--- src/rtl/mac6_seq_if.sv ---
// Command, operand-stream and result bundle for the mac6_seq dot-product sequencer.
// A transfer happens on a clock edge where both valid and ready are high; valid never waits on ready.
interface mac6_seq_if #(
    parameter int LEN_W = 8
);
    logic                    start;
    logic [LEN_W-1:0]        cfg_len;
    logic                    cfg_op;
    logic                    busy;
    logic                    in_valid;
    logic                    in_ready;
    logic signed [5:0]       in_a;
    logic signed [5:0]       in_b;
    logic                    out_valid;
    logic                    out_ready;
    logic signed [11:0]      out_result;
    logic                    out_ovf;

    modport master (
        output start, cfg_len, cfg_op, in_valid, in_a, in_b, out_ready,
        input  busy, in_ready, out_valid, out_result, out_ovf
    );

    modport slave (
        input  start, cfg_len, cfg_op, in_valid, in_a, in_b, out_ready,
        output busy, in_ready, out_valid, out_result, out_ovf
    );
endinterface

--- src/rtl/mac6_seq.sv ---
// Sequencer streaming signed 6-bit pairs through one MAC6 into a 12-bit accumulator.
// Build option MAC6_SAT_EN: clamp the accumulator on overflow instead of wrapping.
module mac6_seq #(
    parameter int LEN_W = 8
) (
    input  logic       clk,
    input  logic       rst,
    mac6_seq_if.slave  bus,
    output logic [1:0] dbg_state
);
    typedef enum logic [1:0] {
        S_IDLE = 2'd0,
        S_RUN  = 2'd1,
        S_DONE = 2'd2
    } state_t;

    state_t state, state_nx;

    logic signed [11:0] acc;
    logic [LEN_W-1:0]   cnt;
    logic [LEN_W-1:0]   len_q;
    logic               op_q;
    logic               ovf;

    logic               accept;
    logic               last;
    logic signed [11:0] prod;
    logic signed [12:0] mac_out;
    logic               ovf_step;
    logic signed [11:0] next_acc;

    // MAC6 datapath: 13-bit result so the overflow check sees the true sign.
    assign prod     = bus.in_a * bus.in_b;
    assign mac_out  = op_q ? ({prod[11], prod} - {acc[11], acc})
                           : ({prod[11], prod} + {acc[11], acc});
    assign ovf_step = mac_out[12] ^ mac_out[11];

`ifdef MAC6_SAT_EN
    assign next_acc = !ovf_step   ? mac_out[11:0]
                    : mac_out[12] ? 12'sh800
                    :               12'sh7FF;
`else
    assign next_acc = mac_out[11:0];
`endif

    assign accept = (state == S_RUN) && bus.in_valid;
    assign last   = (cnt == len_q - LEN_W'(1));

    always_ff @(posedge clk) begin
        if (rst) state <= S_IDLE;
        else     state <= state_nx;
    end

    always_comb begin
        state_nx = state;
        case (state)
            S_IDLE: if (bus.start) state_nx = (bus.cfg_len == '0) ? S_DONE : S_RUN;
            S_RUN:  if (accept && last) state_nx = S_DONE;
            S_DONE: if (bus.out_ready) state_nx = S_IDLE;
            default: state_nx = S_IDLE;
        endcase
    end

    always_comb begin
        bus.busy       = (state != S_IDLE);
        bus.in_ready   = (state == S_RUN);
        bus.out_valid  = (state == S_DONE);
        bus.out_result = (state == S_DONE) ? acc : 12'sd0;
        bus.out_ovf    = (state == S_DONE) ? ovf : 1'b0;
        dbg_state      = state;
    end

    // cnt returns to zero on the last accept so it never runs past len.
    always_ff @(posedge clk) begin
        if (rst) begin
            acc   <= '0;
            cnt   <= '0;
            len_q <= '0;
            op_q  <= 1'b0;
            ovf   <= 1'b0;
        end else begin
            case (state)
                S_IDLE: if (bus.start) begin
                    len_q <= bus.cfg_len;
                    op_q  <= bus.cfg_op;
                    acc   <= '0;
                    cnt   <= '0;
                    ovf   <= 1'b0;
                end
                S_RUN: if (accept) begin
                    acc <= next_acc;
                    cnt <= last ? '0 : cnt + LEN_W'(1);
                    if (ovf_step) ovf <= 1'b1;
                end
                default: ;
            endcase
        end
    end
endmodule

--- src/flat_wrapper.sv ---
// flat-port wrapper written by rule: the top's interface ports become plain ports
module mac6_seq_flat 
#(
    parameter int LEN_W = 8
)
  (clk, rst, dbg_state, bus_start, bus_cfg_len, bus_cfg_op, bus_in_valid, bus_in_a, bus_in_b, bus_out_ready, bus_busy, bus_in_ready, bus_out_valid, bus_out_result, bus_out_ovf);
  mac6_seq_if #(.LEN_W(LEN_W)) bus_i ();
  input  logic clk;
  input  logic rst;
  output logic [1:0] dbg_state;
  input wire logic [$bits(bus_i.start)-1:0] bus_start;
  input wire logic [$bits(bus_i.cfg_len)-1:0] bus_cfg_len;
  input wire logic [$bits(bus_i.cfg_op)-1:0] bus_cfg_op;
  input wire logic [$bits(bus_i.in_valid)-1:0] bus_in_valid;
  input wire logic [$bits(bus_i.in_a)-1:0] bus_in_a;
  input wire logic [$bits(bus_i.in_b)-1:0] bus_in_b;
  input wire logic [$bits(bus_i.out_ready)-1:0] bus_out_ready;
  output wire logic [$bits(bus_i.busy)-1:0] bus_busy;
  output wire logic [$bits(bus_i.in_ready)-1:0] bus_in_ready;
  output wire logic [$bits(bus_i.out_valid)-1:0] bus_out_valid;
  output wire logic [$bits(bus_i.out_result)-1:0] bus_out_result;
  output wire logic [$bits(bus_i.out_ovf)-1:0] bus_out_ovf;
  assign bus_i.start = bus_start;
  assign bus_i.cfg_len = bus_cfg_len;
  assign bus_i.cfg_op = bus_cfg_op;
  assign bus_i.in_valid = bus_in_valid;
  assign bus_i.in_a = bus_in_a;
  assign bus_i.in_b = bus_in_b;
  assign bus_i.out_ready = bus_out_ready;
  assign bus_busy = bus_i.busy;
  assign bus_in_ready = bus_i.in_ready;
  assign bus_out_valid = bus_i.out_valid;
  assign bus_out_result = bus_i.out_result;
  assign bus_out_ovf = bus_i.out_ovf;
  mac6_seq #(.LEN_W(LEN_W)) u_core (.clk(clk), .rst(rst), .bus(bus_i), .dbg_state(dbg_state));
endmodule
--- config.mk ---
export PLATFORM = sky130hd
export DESIGN_NAME = mac6_seq_flat
export DESIGN_NICKNAME = d
export VERILOG_FILES = /design/src/rtl/mac6_seq_if.sv /design/src/rtl/mac6_seq.sv /design/src/flat_wrapper.sv
export SDC_FILE = /design/constraint.sdc
export NUM_CORES = 1
export LEC_CHECK = 0
export ABC_AREA = 0
export CAP_MARGIN = 20
export CORE_MARGIN = 2
export CORE_UTILIZATION = 39
export CTS_BUF_LIST = sky130_fd_sc_hd__clkbuf_8 sky130_fd_sc_hd__clkbuf_16
export DETAILED_ROUTE_END_ITERATION = 7
export SLEW_MARGIN = 5
export SYNTH_ARGS = -nofsm -noshare
export SYNTH_HDL_FRONTEND = slang
export SYNTH_SLANG_ARGS = --single-unit
--- constraint.sdc ---
create_clock -name clk -period 6.72 [get_ports clk]
set_clock_uncertainty 0.05 [all_clocks]
set_input_delay 1.008 -clock clk [delete_from_list [all_inputs] [get_ports clk]]
set_output_delay 1.008 -clock clk [all_outputs]
set_load 0.05 [all_outputs]
Word-level counts from Yosys, hierarchy flattened
Cells that the tools add are included.
Cells by class
  add/subtract/negate cells: 4
  $mul: 1
  eq/ne operators: 8
  multiplexer cells: 19
  bitwise operators: 1
  reduce and logical (&&, ||, !) cells: 10
Operator list (number)
  $mux 12: 3
  $mux 8: 3
  $pmux 12 s2: 1
  $pmux 8 s2: 1
  $add 12x12->13: 1
  $mux 13: 1
  $sub 12x12->13: 1
  $mul 6x6->12: 1
  $add 8x1->8 const B: 1
  $eq 8x8->1: 1
  $logic_not 8->1: 1
  $mux 2: 4
  $sub 8x1->8 const B: 1
  $ne 2x1->1 const B: 3
  $pmux 2 s3: 1
  $reduce_and 3->1: 2
  $mux 1: 4
  $ne 2x2->1 const B: 2
  $reduce_and 4->1: 1
  $reduce_bool 2->1: 2
  $eq 2x1->1 const B: 1
  $eq 2x2->1 const B: 1
  $logic_and 1x1->1: 2
  $logic_not 2->1: 1
  3 further kinds: 3
Word-level totals
  register bits after elaboration: 32

Longest topological paths before layout
  depth in word-level cells: 7
  mapped depth: 22
  depth with buffers taken out: 22

Least setup slack after synthesis
OpenSTA, ideal clock, no wires.
  path type: input port to flip-flop
  from: input port bus_in_a[0]
  to: register u_core.ovf
  library setup time: 0.117 ns
  data arrival time: 5.770 ns
  path slack: 0.782 ns
  cell stages on the path: 18
  path buffers: 0
  path through: nand2b_1 fa_1 fa_1 inv_1 fa_1 fa_1 ha_1 a21o_1 a21oi_1 xnor2_1 ha_1 a21o_1 a21oi_1 o21bai_1 o41ai_1 xor2_1 xnor3_1 a32o_1
Between the ends
  word-level cells in the longest chain between the ends: 6
Ends and longest elaborated chain
  start, declared: RTL line flat_wrapper.sv:15  | input wire logic [$bits(bus_i.in_a)-1:0] bus_in_a;
  $mul 6x6->12 (*): RTL line mac6_seq.sv:33  | assign prod = bus.in_a * bus.in_b;
  $add 12x12->13 or $sub 12x12->13 (tied branches): RTL line mac6_seq.sv:35, mac6_seq.sv:34
  $mux 13 (*): RTL line mac6_seq.sv:34  | assign mac_out = op_q ? ({prod[11], prod} - {acc[11], acc})
  $xor 1x1->1 (*): RTL line mac6_seq.sv:36  | assign ovf_step = mac_out[12] ^ mac_out[11];
  $ne 2x1->1 (no line) (*)
  $reduce_and 4->1 (no line) (*)
  end signal, assigned: RTL line mac6_seq.sv:80  | ovf <= 1'b0;
  end signal, assigned: RTL line mac6_seq.sv:88  | ovf <= 1'b0;
  end signal, assigned: RTL line mac6_seq.sv:93  | if (ovf_step) ovf <= 1'b1;
  end, declared: RTL line mac6_seq.sv:23  | logic ovf;
Every way passes the cells marked *; elsewhere a longest branch is shown, timed or not.
A chain may end at the register's enable or synchronous reset.

Worst setup path after layout
Same ends and word-level chain as after synthesis.

==> out/metrics.csv <==
metric;value;unit
status;complete, no violations;
VDD IR-drop max;395;µV
Critical Path Source Type;primary input;
First DRT Iteration DRCs;137;
total track usage;16.6;%
Slew Limit Fails;0;
minimum clock period after layout;6.35;ns
Syn Std Cell Area;3650;µm²
Power Density;500;nW/µm²
Max Root-Sink Buffers;2;
die width;101;µm
Fmax;158;MHz
critical path class;primary input to flop;
CP arrival;6.47;ns
Finished Core Util;47.5;%
Final Setup Violations;0;
largest net degree at the start of global routing;18;
syn avg cell area;8.42;µm²
Max FO, Critical Path;6;
first-pass GRT wire length;13700;µm
CP Capture Type;flop;
clk_lat worst skew;0.28;ns
WL/cell;13.5;µm
Post-Syn Instances;434;
Least-Margin Pin Slew;1.03;ns
top_reg_cell synth;dfxtp_1;
hpwl dp;6520;µm
clock root buffer;clkbuf_8;
Critical Path RT;6.85;ns
DRT Pass-1 Iters;4;
part of the cycle the worst path needs;94.5;%
Die H;101;µm
Reg clk slew, reported paths;0.07;ns
Num CTS Buffers;5;
GPL Wtd Cong;0.805;
Seq cells post-synth;32;
initial antenna violation count;0;
synth unique cells;53;
met1 WL;4150;µm
met3 WL post-DR;322;µm
core area;9150;µm²
Net Count, Synth;523;
Ys Warns;0;
Final Hold Vio Count;0;
Layout Nets;571;
vias in the first global route;2997;
DR top layer;met4;
io pins;44;
Final ANT Viol Nets;0;
clock sink count;32;
input/output buffers;43;
die area;10200;µm²
share of the synthesized area in the top cell type;17.5;%
Starting Density;39.9;%
row cnt;35;
htree depth;2;
FFs w/ async S/R, synth;0;%
TritonCTS clock tree;built;
power consumption;2180;µW
WL final;8040;µm
Area contributors post-synth;dfxtp_1 18%, fa_1 15%, ha_1 12%;
Seq/Total Area, Yosys;17.5;%
area leader, netlist;dfxtp_1;
HP Class;flop to flop;
maxcap violations;0;
GR Overflow Total;0;
share of layout cells above drive strength 1;4.97;%
WL met2;3500;µm
Synth top cells by count;39 x inv_1, 39 x nand2_1, 36 x and2_1, 36 x ha_1, 36 x nor2_1;
Remaining DRCs;0;
Leak;0.00182;µW
Post-synth EDFFs;0;
DR vias;3101;
area grow syn2layout;19.1;%
Hold Buf Count CTS;0;
n_diodes;0;
vias per cell;5.22;
Slew HR;30.9;%
metrics by stage:
stage / setup TNS (ns) / instances / instance area (µm²) / hold WS [ns] / setup slack (ns)
after floorplan: 0 / 434 / 3650 / 0.397 / 0.782
after global routing: -0.00479 / 594 / 4350 / 0.465 / -0.00479
after global placement: 0 / 584 / 4230 / 0.414 / 0.125
after detailed placement: 0 / 585 / 4250 / 0.416 / 0.0707
after CTS: 0 / 593 / 4340 / 0.426 / 0.344
final: 0 / 594 / 4350 / 0.428 / 0.372
what timing repair did:
item / CTS / global route
gates resized for setup: 0 / 1
buffers inserted: 0 / 1
setup endpoints to repair: 0 / 1
power breakdown:
part / switching (µW) / internal (µW)
clock network: 69.2 / 80.4
logic: 876 / 889
registers: 40.7 / 219
layout by cell type, fill, tap and decap left out, types with 6 or more instances in the layout:
cell type	instances
inv_1	41
nand2b_1	6
a22oi_1	8
nor2_1	36
nand2_1	39
xnor2_1	29
clkdlybuf4s50_1	43
o21ai_0	6
a21oi_1	27
a311oi_1	6
xor2_1	11
fa_1	27
buf_4	10
ha_1	36
nor2b_1	9
clkbuf_8	6
dfxtp_1	32
and2_1	36
nor3_1	7
worst max-delay path, stage by stage:
cell	delay, ns
clkdlybuf4s50_1	0.50
nand2b_1	0.21
fa_1	0.51
fa_1	0.54
inv_1	0.05
fa_1	0.49
fa_1	0.54
inv_1	0.06
fa_1	0.45
nor2b_1	0.12
o21ai_0	0.08
nand2b_1	0.11
xor2_1	0.07
ha_1	0.34
o2111a_1	0.20
o41ai_1	0.12
a31oi_1	0.24
xor2_1	0.26
xnor3_1	0.34
a32o_1	0.21
registers in the layout (all words and copies together) (netlist names):
name / count
u_core.acc: 12
u_core.len_q: 8
u_core.ovf: 1
u_core.cnt: 8
u_core.op_q: 1
u_core.dbg_state: 2
metal layers:
layer	vias to the layer above	track usage (%)
li1	1579	-
met3	7	2.43
met5	-	0
met4	0	3.27
met2	58	25.2
met1	1457	25.0
area by class of cell:
| type | count | area [µm²] |
|---|---|---|
| clock buffers | 6 | 82.6 |
| clock inverters | 2 | 7.51 |
| fillers | 891 | 4800 |
| inverters | 39 | 146 |
| multi-input cells | 350 | 2820 |
| flip-flops and latches | 32 | 641 |
| well taps | 111 | 139 |
| repair buffers | 54 | 520 |
cell families (layout without fill, tap and decap cells):
family                     after synthesis  after routing  synth area share [%]
AOI/OAI and AO/OA                       84             84                  16.4
xor gates and xnor gates                42             42                  10.7
adders and majority gates               63             63                  27.1
buffers and inverters                   52            101                  5.62
DFF                                     32             32                  17.5
muxes                                    3              3                 0.856
and+or+nand+nor                        158            158                  21.8
path summary, 6_finish.rpt:
path	slack, ns	from	end	depth (start not counted)
max reg2reg	3.06	u_core.acc[2]$_SDFFE_PP0P_	u_core.ovf$_SDFFE_PP0P_	12
min reg2reg	0.43	u_core.len_q[6]$_SDFFE_PP0P_	u_core.len_q[6]$_SDFFE_PP0P_	2
min	0.43	u_core.len_q[6]$_SDFFE_PP0P_	u_core.len_q[6]$_SDFFE_PP0P_	2
max	0.37	bus_in_a[0]	u_core.ovf$_SDFFE_PP0P_	20
No activity file was read; power rests on OpenSTA's default activity.
==> patch 1: new RTL, same settings <==
Reset style: asynchronous (`rst`), changed in 2 clocked blocks.
--- a/src/rtl/mac6_seq.sv
+++ b/src/rtl/mac6_seq.sv
@@ -46,7 +46,7 @@
     assign accept = (state == S_RUN) && bus.in_valid;
     assign last   = (cnt == len_q - LEN_W'(1));
 
-    always_ff @(posedge clk) begin
+    always_ff @(posedge clk or posedge rst) begin
         if (rst) state <= S_IDLE;
         else     state <= state_nx;
     end
@@ -71,7 +71,7 @@
     end
 
     // cnt returns to zero on the last accept so it never runs past len.
-    always_ff @(posedge clk) begin
+    always_ff @(posedge clk or posedge rst) begin
         if (rst) begin
             acc   <= '0;
             cnt   <= '0;
Formal check against the unedited RTL: differs if rst is asserted again (counterexample within 4 cycles, from zero or initial values and one cycle with rst high); with rst held inactive, the same outputs for 4 cycles.
==> patch 1 against the original RTL <==
  * Sequential power is 39% higher
  * Clock power is 5% higher
  * Core utilization is 0.29 points lower
  * Design area is 0.14% lower
  * Global-route usage is 0.29 points higher
  * Largest power group unchanged
  * Routed wire length hardly changed
  * Critical path depth stayed put
  * Synthesized area is 0.89% higher
  * Setup slack better by 0.065 ns
  * Sequential cell count stayed put
  * Sequential share of layout area is 3.7 points higher
  * Largest cell class unchanged
  * Total power is 13% higher
==> patch 1: results <==
timing:
  maxSlewHeadroom_pct: 28.8
  min_period_over_period_pct: 93.5
  setup_viol: 0
  finalSetupTns_ns: 0
final_layout:
  fillCellCount: 910
  post_route_cells_drive_above_1_share_pct: 3.84
  largestRegisters: "u_core.acc: 12 flops, u_core.cnt: 8 flops, u_core.len_q: 8 flops"
  antennaDiodeCount: 0
  num-nets-final: 557
job:
  drv.max_cap_violation_count: 0
synth:
  synth_nets: 510
  synth_seq_area_share_pct: 21.7
  most_numerous_cell_types_in_the_synthesized_netlist: "nand2_1, inv_1, ha_1, and2_1, dfrtp_1"
  yosys_warnings: 0
  yosys_most_used_dff: "dfrtp_1"
  synth_top_cells_by_area: "dfrtp_1, fa_1, ha_1, xnor2_1, and2_1"
  synth_cell_types: 45
  asyncSetResetFlopFracSynth_pct: 100
placement:
  detailedPlacementHpwl_um: 6530
  gp_congestion: 0.878
  post-place-ws_ns: 0.134
  port-buffer-count: 43
grt:
  grt.total_usage_pct: 16.9
  grt_pass1_wl_um: 13900
  first_global_vias: 3013
  grt_antenna_before_repair: 0
  grt_start_max_net_pins: 33
clock_network:
  clock_latency_reported_for_the_late_side_of_the_worst_skew_pair_ns: 0.29
  path_clk_slew_ns: 0.07
  cts-resized-gates: 0
  clock_path_buffers: 2
  post-cts-setup-buffers: 0
  cts_buffers: 5
  cts_htree_levels: 2
  clock_tree.root_cell: "clkbuf_8"
detailed_routing:
  drtPass1Iterations: 4
  drt-initial-drc-count: 79
  wl_per_cell_um: 13.9
  via_per_inst: 5.11
power:
  leakagePower_nw: 2.00
  power.ir.vdd_worst_uv: 346
min_path:
  holdCritPathClass: "register to register"
setup_path:
  cp-endpoint: "u_core.ovf"
  crit_path_max_fanout: 6
  critical-path-max-stage-delay_ns: 0.56
  cpMaxStageDelayCell: "clkdlybuf4s50_1"
  rr_startpoint: "u_core.acc[2]"
  critical_path.startpoint: "bus_in_a[1]"
  critical_path_arrival_ns: 6.44
  worstRegToRegCells: 12
  r2r_setup_slack_ns: 3.51
run_status:
  result_of_the_run: "complete, no violations"
## patch 1: cell count changes in the layout (fill, tap and decap cells not counted), moves of 4 or more
cell | unedited run | this run
buf_4 | 10 | 4
a311oi_1 | 6 | 0
dfxtp_1 | 32 | 0
a21oi_1 | 27 | 17
dfrtp_1 | 0 | 32
a31oi_1 | 3 | 7
o22ai_1 | 0 | 4
a22o_1 | 0 | 6
a22oi_1 | 8 | 0
nor2_1 | 36 | 31
nand2_1 | 39 | 49
o21ai_0 | 6 | 18
nor4_1 | 5 | 1
## patch 1: cell families after synthesis
family	count (synthesis)	share of synthesized area, %
buffers and inverters	46	4.89
flip-flops	32	21.7
multiplexers	5	1.43
AND/OR/NAND/NOR	162	22.3
XOR/XNOR	43	10.6
adder cells (fa/ha/maj)	63	26.9
AO/OA/AOI/OAI	70	12.2
## patch 1: layout make-up
type	count	share of cell area [%]
repair buffers	47	10.6
multi-input cells	343	62.3
clock buffers	6	1.90
well taps	111	3.20
inverters	39	3.37
flip-flops and latches	32	18.4
clock inverters	2	0.259
## patch 1: power by group
| group | switching (mW) | leakage (nW) | internal (mW) |
|---|---|---|---|
| sequential | 0.0948 | 0.414 | 0.267 |
| clock | 0.0756 | 0.0486 | 0.0817 |
| combinational | 1.04 | 1.54 | 0.897 |
| total | 1.21 | 2.00 | 1.25 |
## patch 1: worst min-delay path by stage
| stage | end | startpoint | cells past startpoint | slack (ns) |
|---|---|---|---|---|
| finish | u_core.ovf | u_core.ovf | 2 | 0.45 |
| global route | u_core.ovf | u_core.ovf | 2 | 0.47 |
| CTS | u_core.ovf | u_core.ovf | 2 | 0.45 |
| detailed placement | u_core.ovf | u_core.ovf | 2 | 0.43 |
| global placement | u_core.ovf | u_core.ovf | 2 | 0.44 |
| floorplan | u_core.ovf | u_core.ovf | 2 | 0.39 |
## patch 1: layer usage
metal	wire, um	track usage (%)
met3	291	2.42
met4	98	4.37
met1	3940	22.8
met5	0	0
met2	3710	28.5
## patch 1: worst max-delay path: cells and delay by family
family | cells | cell delay (ns)
buffers and inverters | 2 | 0.62
xor gates and xnor gates | 3 | 0.66
adders and majority gates | 6 | 2.72
AOI/OAI and AO/OA | 5 | 0.78
and+or+nand+nor | 4 | 0.64
## patch 1: through the flow
step,cell area [um2],instances
finish,4350,580
global route,4350,580
CTS,4350,580
detailed placement,4250,572
global placement,4250,572
floorplan,3690,421
==> patch 2: new RTL, same settings <==
Without the edit above. `LEN_W` is set to 8 in 3 places; all go to 16.
--- a/src/rtl/mac6_seq_if.sv
+++ b/src/rtl/mac6_seq_if.sv
@@ -1,7 +1,7 @@
 // Command, operand-stream and result bundle for the mac6_seq dot-product sequencer.
 // A transfer happens on a clock edge where both valid and ready are high; valid never waits on ready.
 interface mac6_seq_if #(
-    parameter int LEN_W = 8
+    parameter int LEN_W = 16
 );
     logic                    start;
     logic [LEN_W-1:0]        cfg_len;
--- a/src/rtl/mac6_seq.sv
+++ b/src/rtl/mac6_seq.sv
@@ -1,7 +1,7 @@
 // Sequencer streaming signed 6-bit pairs through one MAC6 into a 12-bit accumulator.
 // Build option MAC6_SAT_EN: clamp the accumulator on overflow instead of wrapping.
 module mac6_seq #(
-    parameter int LEN_W = 8
+    parameter int LEN_W = 16
 ) (
     input  logic       clk,
     input  logic       rst,
--- a/src/flat_wrapper.sv
+++ b/src/flat_wrapper.sv
@@ -1,7 +1,7 @@
 // flat-port wrapper written by rule: the top's interface ports become plain ports
 module mac6_seq_flat 
 #(
-    parameter int LEN_W = 8
+    parameter int LEN_W = 16
 )
   (clk, rst, dbg_state, bus_start, bus_cfg_len, bus_cfg_op, bus_in_valid, bus_in_a, bus_in_b, bus_out_ready, bus_busy, bus_in_ready, bus_out_valid, bus_out_result, bus_out_ovf);
   mac6_seq_if #(.LEN_W(LEN_W)) bus_i ();
Interface: changed (resized bus_cfg_len); port bits go from 44 to 52. The function was not compared with the original's and may differ.
==> patch 2 against the original RTL <==
  * Synthesized cell count rose by 32%
  * Routed wire length rose by 38%
  * Setup slack improved by 0.057 ns
  * Sequential cell count increased by 16
  * Design area rose by 26%
  * Synthesized area grew 28%
  * Maximum frequency up 0.91%
  * Via count up 31%
  * Total power shrank 7.0%
==> patch 2: results <==
clock_network:
  cts-resized-gates: 0
  hold_buffers: 0
  post-cts-setup-buffers: 0
  clock_tree.root_cell: "clkbuf_16"
  clock_path_buffers: 2
setup_path:
  crit_path_max_fanout: 6
  worstRegToRegCells: 14
  critical_path_arrival_ns: 6.40
detailed_routing:
  met2_length_um: 4910
  route.top_layer_used: "met4"
  drtPass1Iterations: 4
  via_count: 4052
  wl_per_cell_um: 14.5
  detailroute.wirelength.met3_um: 469
  met1_length_um: 5630
  drt-initial-drc-count: 186
power:
  power.ir.vdd_worst_uv: 355
  leakagePower_nw: 2.12
placement:
  post_dp_cell_area_um2: 5330
  post-place-ws_ns: 0.139
  gp_congestion: 0.843
  detailedPlacementHpwl_um: 8820
  port-buffer-count: 51
  post-place-cells: 757
grt:
  grt.total_usage_pct: 17.9
  grt_pass1_wl_um: 19100
  grt_antenna_before_repair: 0
  first_global_vias: 4010
  grt_start_max_net_pins: 43
min_path:
  hold_depth: 2
  holdCritPathClass: "register to register"
final_layout:
  num-nets-final: 714
  largestRegisters: "u_core.cnt: 16 flops, u_core.len_q: 16 flops, u_core.acc: 12 flops"
  final_cell_count_no_fill: 764
  post_route_cells_drive_above_1_share_pct: 5.67
  fillCellCount: 1156
synth:
  synth_seq_area_share_pct: 20.5
  synth_nets: 670
  synth_cell_types: 55
  synth_cells: 573
  most_numerous_cell_types_in_the_synthesized_netlist: "nand2_1, dfxtp_1, xnor2_1, nor2_1, inv_1"
  yosys_warnings: 0
  synth_top_cells_by_area: "dfxtp_1, fa_1, ha_1, xnor2_1, and2_1"
run_status:
  result_of_the_run: "complete, no violations"
timing:
  timing_worst_slew_pin_value_ns: 0.928
-- patch 2: cell families after synthesis --
kind of cell | count (synthesis) | synth area share, %
AO/OA/AOI/OAI | 115 | 16.3
XOR/XNOR | 50 | 9.34
adder cells (fa/ha/maj) | 63 | 21.1
buffers and inverters | 57 | 4.96
flip-flops | 48 | 20.5
multiplexers | 6 | 1.31
AND/OR/NAND/NOR | 234 | 26.5
-- patch 2: per-layer routing --
| metal | vias up | GRT usage [%] |
|---|---|---|
| li1 | 2086 | - |
| met1 | 1881 | 26.2 |
| met2 | 79 | 28.5 |
| met3 | 6 | 2.28 |
| met4 | 0 | 3.66 |
| met5 | - | 0 |
-- patch 2: path summary, 6_finish.rpt --
kind                                       start                to  slack (ns)
worst max-delay path                 bus_in_a[0]        u_core.ovf        0.43
worst min-delay path            u_core.len_q[12]  u_core.len_q[12]        0.44
worst max register to register     u_core.acc[0]        u_core.ovf        2.89
worst min register to register  u_core.len_q[12]  u_core.len_q[12]        0.44
-- patch 2: layout make-up --
type	instances	area (um2)	share of cell area [%]
multi-input cells	468	3500	63.9
flip-flops and latches	48	961	17.5
repair buffers	55	541	9.87
well taps	147	184	3.36
inverters	39	146	2.67
clock buffers	6	139	2.53
clock inverters	1	8.76	0.160
-- patch 2: worst min-delay path, stage by stage (launching register included) --
cell,delay [ns]
dfxtp_1,0.33
nand2_1,0.06
a21oi_1,0.05
-- patch 2: where the power goes --
group,internal (mW),total (mW),leakage (nW),switching (mW)
combinational,0.669,1.43,1.66,0.764
sequential,0.305,0.339,0.391,0.0335
clock,0.147,0.251,0.0729,0.105
total,1.12,2.02,2.12,0.902
